### src/rtl/keypad_pkg.sv
// keypad_pkg: shared scanner state type, keypad geometry and key-index helpers
package keypad_pkg;
  typedef enum logic {SCAN, HOLD} scanner_state_t;
  localparam int NUM_ROWS = 4;
  localparam int NUM_COLS = 4;
  function automatic int key_index(input int row, input int col);
    return NUM_ROWS * col + row;
  endfunction
  function automatic logic [1:0] lowest_col(input logic [15:0] m);
    logic [1:0] c_low;
    c_low = 2'd0;
    for (int c = NUM_COLS - 1; c >= 0; c--)
      if (|m[key_index(0, c) +: NUM_ROWS]) c_low = 2'(c);
    return c_low;
  endfunction
endpackage

### src/rtl/keypad_row_sync.sv
// keypad_row_sync: two-flop synchronizer for the four raw rows (clk, rst, row_n in; row_sync out, resets to all-ones)
module keypad_row_sync (
  input  logic       clk,
  input  logic       rst,
  input  logic [3:0] row_n,
  output logic [3:0] row_sync
);
  logic [3:0] meta;
  always_ff @(posedge clk)
    if (rst) {row_sync, meta} <= '1;
    else {row_sync, meta} <= {meta, row_n};
endmodule

### src/rtl/keypad_scanner.sv
// keypad_scanner: 4x4 keypad column scanner (clk, rst, row_n, scan_stop in; col_n, key_matrix, key_detected, frame_done out)
module keypad_scanner
  import keypad_pkg::*;
#(
  parameter int SETTLE_CYCLES = 3000
) (
  input  logic        clk,
  input  logic        rst,
  input  logic [3:0]  row_n,
  input  logic        scan_stop,
  output logic [3:0]  col_n,
  output logic [15:0] key_matrix,
  output logic        key_detected,
  output logic        frame_done
);
  localparam int CW = SETTLE_CYCLES > 1 ? $clog2(SETTLE_CYCLES) : 1;
  scanner_state_t state, state_d;
  logic [CW-1:0] cnt, cnt_d;
  logic [1:0] col_idx, col_idx_d;
  logic [15:0] acc, acc_d, key_matrix_d, nib;
  logic key_detected_d, frame_done_d, boundary;
  logic [3:0] row_sync;
  keypad_row_sync u_sync (
    .clk(clk),
    .rst(rst),
    .row_n(row_n),
    .row_sync(row_sync)
  );
  assign boundary = cnt == CW'(SETTLE_CYCLES - 1);
  always_comb begin
    state_d = state;
    cnt_d = boundary ? '0 : cnt + 1'b1;
    col_idx_d = col_idx;
    acc_d = acc;
    key_matrix_d = key_matrix;
    key_detected_d = key_detected;
    frame_done_d = 1'b0;
    nib = '0;
    nib[4*col_idx +: 4] = ~row_sync;
    if (boundary) begin
      if (state == SCAN && scan_stop && |key_matrix) begin
        state_d = HOLD;
        col_idx_d = lowest_col(key_matrix);
      end else if (state == SCAN) begin
        col_idx_d = col_idx + 1'b1;
        acc_d = col_idx == 2'd3 ? '0 : acc | nib;
        key_matrix_d = col_idx == 2'd3 ? acc | nib : key_matrix;
        key_detected_d = col_idx == 2'd3 ? |(acc | nib) : key_detected;
        frame_done_d = col_idx == 2'd3;
      end else if (!scan_stop) begin
        state_d = SCAN;
        col_idx_d = 2'd0;
        acc_d = '0;
      end else begin
        key_matrix_d = nib;
        key_detected_d = |nib;
        frame_done_d = 1'b1;
      end
    end
  end
  always_ff @(posedge clk)
    if (rst) begin
      state <= SCAN;
      cnt <= '0;
      col_idx <= 2'd0;
      acc <= '0;
      col_n <= 4'b1110;
      key_matrix <= '0;
      key_detected <= 1'b0;
      frame_done <= 1'b0;
    end else begin
      state <= state_d;
      cnt <= cnt_d;
      col_idx <= col_idx_d;
      acc <= acc_d;
      col_n <= ~(4'b1 << col_idx_d);
      key_matrix <= key_matrix_d;
      key_detected <= key_detected_d;
      frame_done <= frame_done_d;
    end
endmodule

### config.mk
export PLATFORM = sky130hd
export DESIGN_NAME = keypad_scanner
export DESIGN_NICKNAME = d
export VERILOG_FILES = /design/src/rtl/keypad_pkg.sv /design/src/rtl/keypad_row_sync.sv /design/src/rtl/keypad_scanner.sv
export SDC_FILE = /design/constraint.sdc
export NUM_CORES = 1
export LEC_CHECK = 0
export ABC_AREA = 1
export BUFFER_PORTS_ARGS = -buffer_cell sky130_fd_sc_hd__buf_2
export CORE_AREA = 2 2 110 112
export CTS_CLUSTER_SIZE = 14
export DETAILED_ROUTE_END_ITERATION = 7
export DIE_AREA = 0 0 112 114
export PLACE_DENSITY_LB_ADDON = 0.2
export RECOVER_POWER = 50
export SLEW_MARGIN = 0
export SYNTH_ARGS = -nofsm -noshare
export SYNTH_HDL_FRONTEND = slang
export SYNTH_SLANG_ARGS = --single-unit
### constraint.sdc
create_clock -name clk -period 2.4 [get_ports clk]
set_input_delay 0.48 -clock clk [delete_from_list [all_inputs] [get_ports clk]]
set_output_delay 0.48 -clock clk [all_outputs]
set_load 0.03 [all_outputs]
## Yosys cells after proc, flatten, opt, wreduce, memory -nomap -nowiden

Cells that the tools add are included.

| storage, ports and cells | value |
|---|---|
| flip-flop bits (word level) | 61 |
| memory bits (writable) | 0 |
| memories | 0 |
| memory bits (read-only) | 0 |
| bits in latches | 0 |
| input bits | 7 |

| operators by class | value |
|---|---|
| order comparisons | 0 |
| reduce and logical (&&, ||, !) cells | 14 |
| add/sub/neg operators | 3 |
| muxes and demuxes | 21 |
| equality and inequality tests | 4 |
| multiply operators | 0 |
| bitwise operators | 7 |
| shift-type cells | 3 |
| divide/modulo/power cells | 0 |

Operators by type and width:

| kind | count |
|---|---|
| $mux 16 | 6 |
| $reduce_or 16->1 | 3 |
| $neg 4->34 | 1 |
| $shift 4x34->16 const A | 1 |
| $shiftx 4x34->16 | 1 |
| $and 16x16->16 | 1 |
| $mux 2 | 8 |
| $or 16x16->16 | 1 |
| $reduce_or 4->1 | 4 |
| $add 12x1->12 const B | 1 |
| $eq 12x12->1 const B | 1 |
| $not 4->4 | 2 |
| $mux 1 | 7 |
| $ne 2x2->1 const B | 2 |
| $reduce_and 4->1 | 1 |
| $shl 1x2->4 const A | 1 |
| $not 1->1 | 3 |
| $reduce_and 3->1 | 1 |
| $reduce_or 3->1 | 1 |
| $add 2x1->2 const B | 1 |
| $eq 2x2->1 const B | 1 |
| $logic_and 1x1->1 | 2 |
| $reduce_bool 2->1 | 1 |
| $reduce_or 2->1 | 1 |

## Longest topological paths before layout

| depth | value |
|---|---|
| word-level depth | 9 |
| gate-level depth with buffers | 12 |
| mapped depth without buffers | 11 |

## Cells and area by module

From an unflattened synthesis, not the netlist that was laid out.

| unflattened totals | value |
|---|---|
| cell total of the unflattened synthesis | 445 |
| area total of the unflattened synthesis | 2959.1 um^2 |

By module, submodules not included:

| module | seq. area each (um^2) | cells each | area each (um^2) | times used |
|---|---|---|---|---|
| keypad_scanner | 1061.0 | 420 | 2735.1 | 1 |
| keypad_row_sync | 160.2 | 25 | 224.0 | 1 |

## Least setup slack after synthesis

No wires, ideal clock.

| timing | value |
|---|---|
| path kind | register to register |
| from | register col_idx[0] |
| to | register key_detected |
| clock period less this slack | 1.791 ns |
| path buffers | 2 |
| setup time | 0.112 ns |
| arrival time | 1.679 ns |
| data required time | 2.288 ns |
| setup slack | 0.609 ns |
| cell stages (with the launch flop) | 12 |
| cell sequence | dfxtp_1 > buf_2 > inv_1 > ha_1 > and3_1 > clkbuf_1 > o21ai_0 > nand2_1 > nor2_1 > nand3_1 > nor2_1 > nor2_1 |

| on the way | value |
|---|---|
| cells in the longest elaborated chain, start to end | 7 |
| elaborated cells on any way between the ends | 13 |

RTL lines:

| what | line | text |
|---|---|---|
| start, declared | keypad_scanner.sv:19 | `logic [1:0] col_idx, col_idx_d;` |
| start signal, assigned | keypad_scanner.sv:74 | `col_idx <= col_idx_d;` |
| $neg 4->34 | keypad_scanner.sv:39 | `nib[4*col_idx +: 4] = ~row_sync;` |
| $shiftx 4x34->16 or $shift 4x34->16 (tied branches) | keypad_scanner.sv:39 |  |
| $and 16x16->16 (no line) | -- |  |
| $or 16x16->16 | keypad_scanner.sv:48 | `key_detected_d = col_idx == 2'd3 ? \|(acc \| nib) : key_detected;` |
| $reduce_or 16->1 | keypad_scanner.sv:48 |  |
| $mux 1 | keypad_scanner.sv:48 |  |
| $mux 1 | keypad_scanner.sv:44 | `end else if (state == SCAN) begin` |
| end signal, assigned | keypad_scanner.sv:78 | `key_detected <= key_detected_d;` |
| end, declared | keypad_scanner.sv:13 | `output logic key_detected,` |

Several ways; a longest one is shown, not always the timed one. The select of a mux whose other input is x is not followed.
A chain may end at the register's enable or synchronous reset.

## Final worst setup path

| timing | value |
|---|---|
| from | register col_idx[0] |
| to | register key_matrix[1] |

| on the way | value |
|---|---|
| cells in the longest elaborated chain, start to end | 6 |
| elaborated cells on any way between the ends | 11 |

RTL lines:

| what | line | text |
|---|---|---|
| $neg 4->34 | keypad_scanner.sv:39 |  |
| $shiftx 4x34->16 or $shift 4x34->16 (tied branches) | keypad_scanner.sv:39 |  |
| $and 16x16->16 (no line) | -- |  |
| $or 16x16->16 | keypad_scanner.sv:47 | `key_matrix_d = col_idx == 2'd3 ? acc \| nib : key_matrix;` |
| $mux 16 | keypad_scanner.sv:47 |  |
| $mux 16 | keypad_scanner.sv:44 |  |
| end signal, assigned | keypad_scanner.sv:77 | `key_matrix <= key_matrix_d;` |
| end, declared | keypad_scanner.sv:12 | `output logic [15:0] key_matrix,` |

Several ways; a longest one is shown, not always the timed one. The select of a mux whose other input is x is not followed.

==> flow_summary.json <==
{
  "status": "completed",
  "die-area_sq_um": 12800,
  "setup_slack_ps": 454,
  "synth_warnings": 0,
  "ys_seq_area_share_pct": 43.1,
  "diodes": 0,
  "final_area_sq_um": 3370,
  "antenna_found_initial": 0,
  "placed_cell_area_sq_um": 3110,
  "syn_avg_cell_area_sq_um": 6.90,
  "grt_use_total_pct": 11.3,
  "grt_pass1_vias": 2391,
  "ios": 29,
  "synthCells": 411,
  "ys_seq_elements": 61,
  "h-tree-depth": 3,
  "maxCapViolations": 0,
  "cts_resized": 0,
  "syn-cell-area_sq_um": 2830,
  "yosys.area.top_type": "dfxtp_1",
  "fin_skew_ps": 5.82,
  "syn-num-nets": 424,
  "hold_viol_final": 0,
  "detail_route.vias_per_cell": 4.25,
  "cts_setup_buffers": 0,
  "detail-route-antenna-nets": 0,
  "grt_start_max_net_pins": 24,
  "setup_viol": 0,
  "die-height_um": 114,
  "drt_wl_total_mm": 6.65,
  "slew_viol_final": 0,
  "clockBufferDepth": 2,
  "drc_errors": 0,
  "synthToLayoutAreaGrowth_pct": 19.0,
  "clkLatencyLatePin_ps": 330,
  "fillCellCount": 1317,
  "cpPeakStageDelay_ps": 470,
  "seqCellArea_sq_um": 1220,
  "p_per_area_nw_per_um2": 695,
  "crit_type": "reg2reg",
  "worstPathArrival_ps": 2170,
  "initial_utilization_pct": 24.2,
  "synthTopCellsByArea": "dfxtp_1 43%, nor2_1 11%, nand2_1 9.4%, o21ai_0 8.3%, inv_1 7.9%",
  "max_freq_ghz": 0.514,
  "crit_slowest_cell": "nand2_1",
  "fin_nets": 454,
  "tightestPinTransition_ps": 631,
  "postCtsHoldBufs": 0,
  "dp_hpwl_mm": 5.03,
  "leakage_uw": 0.00147,
  "post_drt_wl_per_cell_um": 11.2,
  "fp-row-count": 40,
  "synth_top_area_share_pct": 43.1,
  "cts-root-buf": "clkbuf_16",
  "multi_input_area_sq_um": 1290,
  "overflow": 0,
  "cts_buffers": 9,
  "whs_ps": 330,
  "numPortBuffers": 28,
  "die_w_um": 112,
  "core_area_sq_um": 11700,
  "setup_tns_ps": 0,
  "power_uw": 2340,
  "drt_iter0_drc": 183,
  "drt_pass1_iterations": 4,
  "fin_crit_sh_pct": 81.1,
  "vias": 2518,
  "drive_gt1_share_pct": 9.87,
  "crit_chain": "ha_1, nor2_1, inv_1, o21ai_0, nor2_1, nand2_1, clkinv_4, nor2_1, nor2_1",
  "required_ps": 2620,
  "ir_drop_v": 0.000306,
  "cp_max_fo": 20,
  "crit_top_cell": "nor2_1",
  "hold_path.class": "in2reg",
  "end_kind": "flop",
  "place_congestion": 0.760,
  "grt_pass1_wl_mm": 11.3,
  "dp_slack_ps": 425,
  "start_kind": "flop",
  "yosys.cell_types.count": 30,
  "clk_pin_slew_worst_paths_ps": 50,
  "clock-sinks": 61,
  "rsz0062_at_grt": "no",
  "cts_tree": "done",
  "period_minus_slack_ps": 1950,
  "relSlewSlack_pct": 57.8
}
-- critical path, delay by kind of cell (launching register included) --
kind	cells	cell delay, ps
buffers and inverters	2	330
DFF	1	350
and+or+nand+nor	5	860
adders and majority gates	1	220
AOI/OAI and AO/OA	1	70
-- path summary, 6_finish.rpt --
check	from	endpoint	slack [ps]	cells after the start
hold reg to reg	u_sync.meta[3]	u_sync.row_sync[3]	410	1
setup reg to reg	col_idx[0]	key_matrix[1]	450	9
setup / recovery	col_idx[0]	key_matrix[1]	450	9
hold / removal	row_n[3]	u_sync.meta[3]	330	2
-- cell usage after synthesis --
| cell type | n |
|---|---|
| nor2_1 | 82 |
| nand2_1 | 71 |
| dfxtp_1 | 61 |
| inv_1 | 60 |
| o21ai_0 | 47 |
| nand3_1 | 15 |
| a21oi_1 | 8 |
| nand4_1 | 8 |
| or2_2 | 8 |
| nor3_1 | 7 |
| clkbuf_1 | 6 |
| ha_1 | 6 |
| nand2_2 | 4 |
| buf_2 | 3 |
| buf_6 | 3 |
| inv_2 | 3 |
| o22ai_1 | 3 |
| nor2_2 | 2 |
| o21bai_1 | 2 |
| o32ai_1 | 2 |
| a21o_1 | 1 |
| and3_1 | 1 |
| clkbuf_2 | 1 |
| clkinv_4 | 1 |
| nand3_2 | 1 |
| nand3b_1 | 1 |
| nor3_2 | 1 |
| o21ai_2 | 1 |
| xnor2_1 | 1 |
| xor2_1 | 1 |
-- per-stage QoR --
stage | utilization (%) | cells
after floorplan | - | 411
after global placement | 26.6 | 577
after detailed placement | 26.6 | 577
after CTS | 29.1 | 593
after global routing | 28.8 | 593
final | 28.8 | 593
-- logic make-up (layout without fill, tap and decap cells) --
logic type	Yosys count	after routing	synth area share, %
buf+inv	77	112	11.3
xor+xnor	2	2	0.618
compound gates	64	64	12.1
flops	61	61	43.1
fa+ha+maj	6	6	2.65
simple gates	201	201	30.2
-- state kept, by name (all words and copies together) (netlist names) --
signal	flops
u_sync.meta	4
col_n	4
key_detected	1
col_idx	2
frame_done	1
state	1
key_matrix	16
cnt	12
u_sync.row_sync	4
acc	16
-- placed cells by master, fill, tap and decap left out, types with 4 or more instances in the layout --
cell type	netlist	routed
nor2_1	82	82
nand2_1	71	72
dfxtp_1	61	61
inv_1	60	60
o21ai_0	47	47
clkbuf_1	6	24
nand3_1	15	15
clkbuf_16	0	9
nand4_1	8	8
or2_2	8	8
a21oi_1	8	8
nor3_1	7	7
ha_1	6	6
buf_2	3	5
clkinv_2	0	4
buf_4	0	4
-- routing by layer --
metal	up-vias	wire, um	share of wire (%)	track usage, %
li1	1350	-	-	-
met1	1116	3450	52	14.7
met2	43	2830	43	16.7
met3	9	265	4.0	3.51
met4	0	103	1.5	6.59
met5	-	0	0	0
-- power by group --
part	internal, uW	leakage (uW)	switching, uW
combinational	19.7	0.000827	34.9
clock	822	0.000149	436
sequential	1020	0.000494	5.47
total	1870	0.00147	477
-- cell type report --
cell class | instances | share of cell area [%]
clock buffer | 11 | 7.20
tap | 147 | 5.45
clock inverter | 5 | 1.48
inverter | 64 | 7.27
multi-input combinational | 273 | 38.2
timing repair buffer | 32 | 4.19
sequential | 61 | 36.2
Note: power is estimated with default switching activity, not from simulation.
